--- config.mk ---
export PLATFORM = sky130hd
export DESIGN_NAME = subpel_row_sequencer
export DESIGN_NICKNAME = d
export VERILOG_FILES = /design/src/rtl/subpel_row_sequencer.sv
export SDC_FILE = /design/constraint.sdc
export NUM_CORES = 1
export LEC_CHECK = 0
export CAP_MARGIN = 20
export CORE_MARGIN = 2
export CORE_UTILIZATION = 44
export DETAILED_ROUTE_END_ITERATION = 16
export HOLD_SLACK_MARGIN = 0.02
export PLACE_DENSITY_LB_ADDON = 0.05
export SETUP_SLACK_MARGIN = 0.02
export SLEW_MARGIN = 20
export SYNTH_ARGS = -nofsm -noshare
export SYNTH_HDL_FRONTEND = slang
export SYNTH_SLANG_ARGS = --single-unit
--- constraint.sdc ---
create_clock -name clk -period 3.6 [get_ports clk]
set_input_delay 0.72 -clock clk [delete_from_list [all_inputs] [get_ports clk]]
set_output_delay 0.72 -clock clk [all_outputs]
set_load 0.02 [all_outputs]
--- src/rtl/subpel_row_sequencer.sv ---
// subpel_row_sequencer
//   Fetches the ROWS reference rows of one sub-pel interpolation block from
//   pixel memory, one request at a time, and presents each returned row to the
//   interpolation filters as a registered one-cycle load strobe. After the
//   last row it waits FIR_LAT cycles for the filter pipeline to drain, then
//   pulses done.
//
// Ports
//   clk       : sole clock, rising edge
//   rst       : asynchronous active-low reset
//   start     : begin one block (only honoured in IDLE)
//   abort     : cancel the current block, return to IDLE
//   row_req   : row fetch request to pixel memory
//   row_idx   : index of the row being requested (0..ROWS-1)
//   row_vld   : memory is returning row_data for row_idx
//   row_data  : fetched row contents
//   fir_row   : registered row presented to the filters
//   fir_load  : one-cycle strobe, fir_row is valid
//   v_en      : vertical-filter window complete for the loaded row
//   v_row     : vertical-filter output row index (0..7)
//   cnt       : rows loaded so far in the current block
//   busy      : high in every state except IDLE
//   done      : one-cycle pulse at block completion
module subpel_row_sequencer #(
  parameter int ROWS    = 15,
  parameter int ROW_W   = 120,
  parameter int FIR_LAT = 2
) (
  input  logic             clk,
  input  logic             rst,
  input  logic             start,
  input  logic             abort,
  output logic             row_req,
  output logic [3:0]       row_idx,
  input  logic             row_vld,
  input  logic [ROW_W-1:0] row_data,
  output logic [ROW_W-1:0] fir_row,
  output logic             fir_load,
  output logic             v_en,
  output logic [2:0]       v_row,
  output logic [3:0]       cnt,
  output logic             busy,
  output logic             done
);

  localparam int              DW         = (FIR_LAT > 1) ? $clog2(FIR_LAT) : 1;
  localparam logic [3:0]      LAST_IDX   = 4'(ROWS - 1);
  // The vertical filter needs 7 rows of history before its first output row.
  localparam logic [3:0]      TAPS       = 4'd7;
  localparam logic [DW-1:0]   DRAIN_LAST = DW'(FIR_LAT - 1);

  typedef enum logic [1:0] {IDLE, FETCH, DRAIN, DONE} state_t;

  state_t             state_q,    state_d;
  logic               row_req_q,  row_req_d;
  logic [3:0]         row_idx_q,  row_idx_d;
  logic [ROW_W-1:0]   fir_row_q,  fir_row_d;
  logic               fir_load_q, fir_load_d;
  logic               v_en_q,     v_en_d;
  logic [2:0]         v_row_q,    v_row_d;
  logic [3:0]         cnt_q,      cnt_d;
  logic               busy_q,     busy_d;
  logic               done_q,     done_d;
  logic [DW-1:0]      drain_q,    drain_d;

  // Next-state logic. Strobe-type outputs default low every cycle; abort is
  // applied last so it overrides start and row_vld in the same cycle.
  always_comb begin
    state_d    = state_q;
    row_req_d  = row_req_q;
    row_idx_d  = row_idx_q;
    fir_row_d  = fir_row_q;
    fir_load_d = 1'b0;
    v_en_d     = 1'b0;
    v_row_d    = 3'd0;
    cnt_d      = cnt_q;
    busy_d     = busy_q;
    done_d     = 1'b0;
    drain_d    = drain_q;

    case (state_q)
      IDLE: begin
        if (start && !abort) begin
          state_d   = FETCH;
          row_req_d = 1'b1;
          row_idx_d = 4'd0;
          cnt_d     = 4'd0;
          busy_d    = 1'b1;
        end
      end
      FETCH: begin
        // row_vld only counts while a request is outstanding.
        if (row_vld && row_req_q) begin
          fir_row_d  = row_data;
          fir_load_d = 1'b1;
          cnt_d      = cnt_q + 4'd1;
          if (row_idx_q >= TAPS) begin
            v_en_d  = 1'b1;
            v_row_d = 3'(row_idx_q - TAPS);
          end
          if (row_idx_q == LAST_IDX) begin
            row_req_d = 1'b0;
            drain_d   = '0;
            state_d   = DRAIN;
          end else begin
            row_idx_d = row_idx_q + 4'd1;
          end
        end
      end
      DRAIN: begin
        // DRAIN is entered on the edge that raises the last fir_load, so
        // done lands exactly FIR_LAT cycles after that strobe.
        if (drain_q == DRAIN_LAST) begin
          state_d = DONE;
          done_d  = 1'b1;
        end else begin
          drain_d = drain_q + 1'b1;
        end
      end
      DONE: begin
        state_d = IDLE;
        busy_d  = 1'b0;
      end
      default: begin
        state_d = IDLE;
        busy_d  = 1'b0;
      end
    endcase

    if (abort && (state_q != IDLE)) begin
      state_d    = IDLE;
      row_req_d  = 1'b0;
      row_idx_d  = 4'd0;
      fir_load_d = 1'b0;
      v_en_d     = 1'b0;
      v_row_d    = 3'd0;
      cnt_d      = 4'd0;
      busy_d     = 1'b0;
      done_d     = 1'b0;
    end
  end

  // FSM state and every output are registered here.
  always_ff @(posedge clk or negedge rst) begin
    if (!rst) begin
      state_q    <= IDLE;
      row_req_q  <= 1'b0;
      row_idx_q  <= 4'd0;
      fir_row_q  <= '0;
      fir_load_q <= 1'b0;
      v_en_q     <= 1'b0;
      v_row_q    <= 3'd0;
      cnt_q      <= 4'd0;
      busy_q     <= 1'b0;
      done_q     <= 1'b0;
      drain_q    <= '0;
    end else begin
      state_q    <= state_d;
      row_req_q  <= row_req_d;
      row_idx_q  <= row_idx_d;
      fir_row_q  <= fir_row_d;
      fir_load_q <= fir_load_d;
      v_en_q     <= v_en_d;
      v_row_q    <= v_row_d;
      cnt_q      <= cnt_d;
      busy_q     <= busy_d;
      done_q     <= done_d;
      drain_q    <= drain_d;
    end
  end

  assign row_req  = row_req_q;
  assign row_idx  = row_idx_q;
  assign fir_row  = fir_row_q;
  assign fir_load = fir_load_q;
  assign v_en     = v_en_q;
  assign v_row    = v_row_q;
  assign cnt      = cnt_q;
  assign busy     = busy_q;
  assign done     = done_q;

endmodule
==> reports/results.ini <==
[clock_network]
cts_sinks = 139
cts_root_buf = clkbuf_16
htree_levels = 4
tritoncts = yes
clkTransAtPathRegs_ns = 0.06
clock_path_buffers = 2
cts_hold_buffers = 0
post-cts-setup-buffer-count = 0
clk_latency_ns = 0.41
numCtsBuffers = 17
cts.repair.resized = 0

[placement]
dp_cells = 745
dp.final_hpwl_um = 10370
portBuffers = 260
place.gp.congestion = 0.7434

[critical_path]
critPathLaunch = state_q[1]
crit_required_ns = 3.93
crit_fanout = 46
crit_path_end_kind = flop
max_stage_delay_ns = 0.56
crit_arrival_ns = 2.68
crit_slowest_cell = nand3_4
r2r-start = state_q[1]
cp-start-kind = flop
critPathKind = reg -> reg
crit_chain = inv_1 -> ha_1 -> nand3_4 -> buf_12 -> nor2b_1 -> nand2_1 -> nor2_1

[timing]
finalSetupViolations = 0
hold_slack_ns = 0.4428
hold_viol = 0
skew_ns = 0.006719
slew_violations = 0
fin_crit_ns = 2.348
setup_tns_ns = 0
finalCritPeriodShare_pct = 65.21
rsz0062_at_grt = no
worstMarginPinSlew_ns = 0.9818
max_slew_margin_pct = 34.55
fmax_mhz = 426.0

[drt]
drc = 0
drt_iter0_markers = 160
vias_per_cell = 5.031
drt-pass1-iter-count = 4
vias = 3909
wl_per_cell_um = 18.09
routed_wl_um = 14060
final_antenna_net_count = 0

[floorplanning]
io_pins = 261
die_w_um = 115.1
coreArea_um2 = 12010
die_area_um2 = 13240
fp-row-count = 40
die_y_um = 115.1
initial_utilization_pct = 45.19

[grt]
grt.total_usage_pct = 21.54
antenna_found_initial = 0
grt_max_degree = 125
grt_use_met3_pct = 10.28
use_met1_pct = 22.22
globalRoute.busiestLayer = met2
use_met2_pct = 37.84
grt_pass1_vias = 4130
grt_overflow_total = 0
grt_pass1_wl_um = 21410

[logic_synthesis]
synth_top_flop_cell = dfrtp_1
syn_area_um2 = 5428
synth_edf_count = 0
post_synth_inst_count = 351
yosysUniqueCellTypes = 35
mappedNetlistNets = 483
yosysSeqAreaShare_pct = 64.08
yosysWarnings = 0
async_reset_ff_share_pct = 100.0
avgSynthCellArea_um2 = 15.46
synth-seq-cells = 139

[layout]
final_util_pct = 73.05
n_fill_cell = 842
final_common_cell = clkdlybuf4s50_1
fin_cells = 777
final_cell_mix = clkdlybuf4s50_1, dfrtp_1, mux2_2
nets = 749
area_growth_pct = 61.66
layout.area.seq_um2 = 3478
n_antenna_cell = 0
multiInputGateArea_um2 = 1846
drive_gt1_share_pct = 25.24

[pwr]
ir_drop_mv = 0.5918
total_power_mw = 7.817
power_leakage_nw = 3.854
powerDensity_nw_per_um2 = 890.8

[flow_run]
cap_violations = 0

[run_status]
status = finished, final reports clean

[hold_path]
hold_class = in -> async

==> critical path: cells and delay by family, from the launching register on <==
kind | cells | cell delay (ns)
fa+ha+maj | 1 | 0.36
buf+inv | 2 | 0.52
flops | 1 | 0.40
simple gates | 4 | 0.98
==> metal layers <==
layer  vias to the layer above  part of all wire, %
met5                         -                    0
met4                         0                  1.9
met3                        19                   11
met2                       184                   51
met1                      1938                   36
li1                       1768                    -
==> sequential cells by signal, summed over array words and instances, names as in the netlist <==
| register | cells |
|---|---|
| row_req | 1 |
| row_idx | 4 |
| cnt | 4 |
| v_en | 1 |
| drain_q | 1 |
| busy | 1 |
| v_row | 3 |
| done | 1 |
| fir_row | 120 |
| fir_load | 1 |
| state_q | 2 |
==> final timing paths <==
| path | to | slack [ns] | depth (start not counted) |
|---|---|---|---|
| setup / recovery | v_row[1] | 1.25 | 7 |
| hold / removal | fir_row[19] | 0.44 | 1 |
| setup reg to reg | v_row[1] | 1.25 | 7 |
| hold reg to reg | fir_row[5] | 0.50 | 1 |
| max in group asynchronous | fir_row[119] | 2.29 | 2 |
| min in group clk | fir_row[5] | 0.50 | 1 |
==> report_power, final <==
group          internal, mW  switching, mW
registers              2.24          0.356
logic                  1.87           1.65
clock network          1.09          0.607
==> cells in the mapped netlist (3+ instances only) <==
| library cell | number | area [um2] |
|---|---|---|
| inv_1 | 8 | 30.03 |
| buf_2 | 15 | 75.07 |
| nand2b_1 | 3 | 18.77 |
| and3_1 | 4 | 25.02 |
| nand3_1 | 7 | 35.03 |
| nand2_1 | 8 | 30.03 |
| nor2_1 | 3 | 11.26 |
| ha_1 | 7 | 87.58 |
| a21oi_1 | 4 | 20.02 |
| mux2_2 | 120 | 1351 |
| dfrtp_1 | 139 | 3478 |
==> through the flow <==
step / setup slack [ns] / instance area, um2
after floorplan: 1.882 / 5428
after global placement: 0.9509 / 8189
after detailed placement: 0.8645 / 8189
after CTS: 1.186 / 8772
after global routing: 1.009 / 8775
final: 1.252 / 8775
==> area by class of cell <==
cell class | instances | share of cell area, %
inverters | 8 | 0.3422
clock buffers | 25 | 5.647
flip-flops and latches | 139 | 39.64
well taps | 147 | 2.096
repair buffers | 263 | 30.24
multi-input cells | 188 | 21.03
clock inverters | 7 | 0.9981
==> kinds of logic (layout without fill, tap and decap cells) <==
logic type	count (synthesis)	in the layout	synth area share [%]
flops	139	139	64.08
mux	122	122	25.27
simple gates	34	34	3.573
compound gates	24	24	3.158
buf+inv	24	303	2.144
fa+ha+maj	7	7	1.614
xor+xnor	1	1	0.1614
No activity file was read; power rests on OpenSTA's default activity.
==> RTL edit, RTL diff (config.mk and constraints unchanged) <==
The parameter `ROWS` goes from 15 to 7.
--- a/src/rtl/subpel_row_sequencer.sv
+++ b/src/rtl/subpel_row_sequencer.sv
@@ -22,7 +22,7 @@
 //   busy      : high in every state except IDLE
 //   done      : one-cycle pulse at block completion
 module subpel_row_sequencer #(
-  parameter int ROWS    = 15,
+  parameter int ROWS    = 7,
   parameter int ROW_W   = 120,
   parameter int FIR_LAT = 2
 ) (
Formal check against the unedited RTL: same outputs for any inputs over 4 cycles, from zero or initial values and one cycle with rst low; that may be too few to reach the edited logic, so the function may still have changed.
==> RTL edit against the original RTL <==
Die area is 1.4% higher. Sequential cell count did not move. Routed wire length down 1.3%. Final area shrank 0.27%. Power fell by 0.21%. Synthesized area grew 1.4%. Setup slack improved by 2.6 ps. Core utilization decreased by 0.80 points. Largest power group unchanged.
==> RTL edit: results <==
export IMPL_grt_antenna_before_repair=0
export IMPL_gp_congestion=0.7441
export IMPL_grt_use_total=0.2127
export IMPL_hp_class="in2async"
export IMPL_diodes=0
export IMPL_slew_headroom=0.4373
export IMPL_dr_max_layer_used="met4"
export IMPL_avgViaCountPerCell=4.880
export IMPL_grt_pass1_vias=4010
export IMPL_synth_cell_types=40
export IMPL_cts_clk_slew_worst_paths_ps=50
export IMPL_wire_per_inst_um=17.53
export IMPL_async_flop_share=1.000
export IMPL_cts_setup_buffers=0
export IMPL_grt_pass1_wl_mm=21.29
export IMPL_wl_met1_mm=5.270
export IMPL_start_util=0.4544
export IMPL_drt_iter0_drc=166
export IMPL_ys_warnings_count=0
export IMPL_avgSynthCellArea_sq_um=15.91
export IMPL_use_met3=0.07427
export IMPL_h_tree_depth=4
export IMPL_use_met1=0.2388
export IMPL_root_buffer="clkbuf_16"
export IMPL_dr_wl_met2_mm=7.044
export IMPL_cts_hold_buf=0
export IMPL_synth_common_cells="dfrtp_1, mux2_2, buf_6, nand2_1, ha_1"
export IMPL_worstPathArrival_ps=2680
export IMPL_cts_inserted_buffers=17
export IMPL_vdd_drop_max_v=0.0005181
export IMPL_dp_cells=763
export IMPL_wl_met3_mm=1.146
export IMPL_clock_latency_ps=410
export IMPL_skew_ps=5.018
export IMPL_leakagePower_uw=0.003838
export IMPL_synth_area_top_cells="dfrtp_1, mux2_2, buf_6, ha_1, mux2_1"
export IMPL_num_fill_cells=866
export IMPL_use_met2=0.3637
export IMPL_grt_max_degree=94
export IMPL_layout_drive_gt1_share=0.2436
export IMPL_largest_reg_flops=120
export IMPL_place_hpwl_mm=10.21
export IMPL_routed_wl_mm=13.88
export IMPL_clock_path_buffers=2
export IMPL_worstPathMaxFanout=55
export IMPL_post_dp_cell_area_sq_um=8247
export IMPL_status="finished, final reports clean"
export IMPL_drt_first_pass_iters=4
export IMPL_yosysSeqAreaShare=0.6320
export IMPL_synth_nets=478
export IMPL_final_nets=746
-- RTL edit: area by class of cell --
type / instances / share of cell area
clock buffers: 26 / 0.05591
flip-flops and latches: 139 / 0.3975
multi-input cells: 186 / 0.2145
clock inverters: 3 / 0.001716
well taps: 168 / 0.02402
inverters: 6 / 0.002574
repair buffers: 264 / 0.3038
-- RTL edit: final timing paths --
| path | from | end | slack (ps) | cells past startpoint |
|---|---|---|---|---|
| max | state_q[1] | v_row[1] | 1250 | 7 |
| min | rst | fir_row[7] | 380 | 1 |
| max reg2reg | state_q[1] | v_row[1] | 1250 | 7 |
| min reg2reg | fir_row[11] | fir_row[11] | 500 | 1 |
| max in group asynchronous | rst | fir_row[21] | 2430 | 2 |
| min in group clk | fir_row[11] | fir_row[11] | 500 | 1 |
-- RTL edit: per-stage QoR --
stage | hold slack [ps] | utilization | total power [uW] | setup WS, ps
2_1_floorplan | 424.4 | - | 4488 | 1996
3_3_place_gp | 475.9 | 0.6809 | 6262 | 981.0
3_5_place_dp | 484.5 | 0.6809 | 6356 | 933.0
4_1_cts | 422.5 | 0.7225 | 7899 | 1183
5_1_grt | 458.6 | 0.7225 | 8227 | 1021
6_report | 376.0 | 0.7225 | 7801 | 1255
-- RTL edit: critical path, cell delays in order (launching register included) --
cell and delay (ps):
dfrtp_1 400, inv_1 110, ha_1 390, nand3_4 530
buf_12 420, nor2b_1 180, nand2_1 110, nor2_1 110
-- RTL edit: power by group --
part           internal, uW  switching (uW)
Combinational          1950            1710
Sequential             2280             353
Clock                   920             586
-- RTL edit: cells by family (layout without fill, tap and decap cells) --
group	Yosys count	after routing	synth area share
mux	123	123	0.2521
simple gates	36	36	0.04205
flops	139	139	0.6320
buf+inv	21	299	0.02842
compound gates	19	19	0.02796
fa+ha+maj	7	7	0.01591
xor+xnor	1	1	0.001592
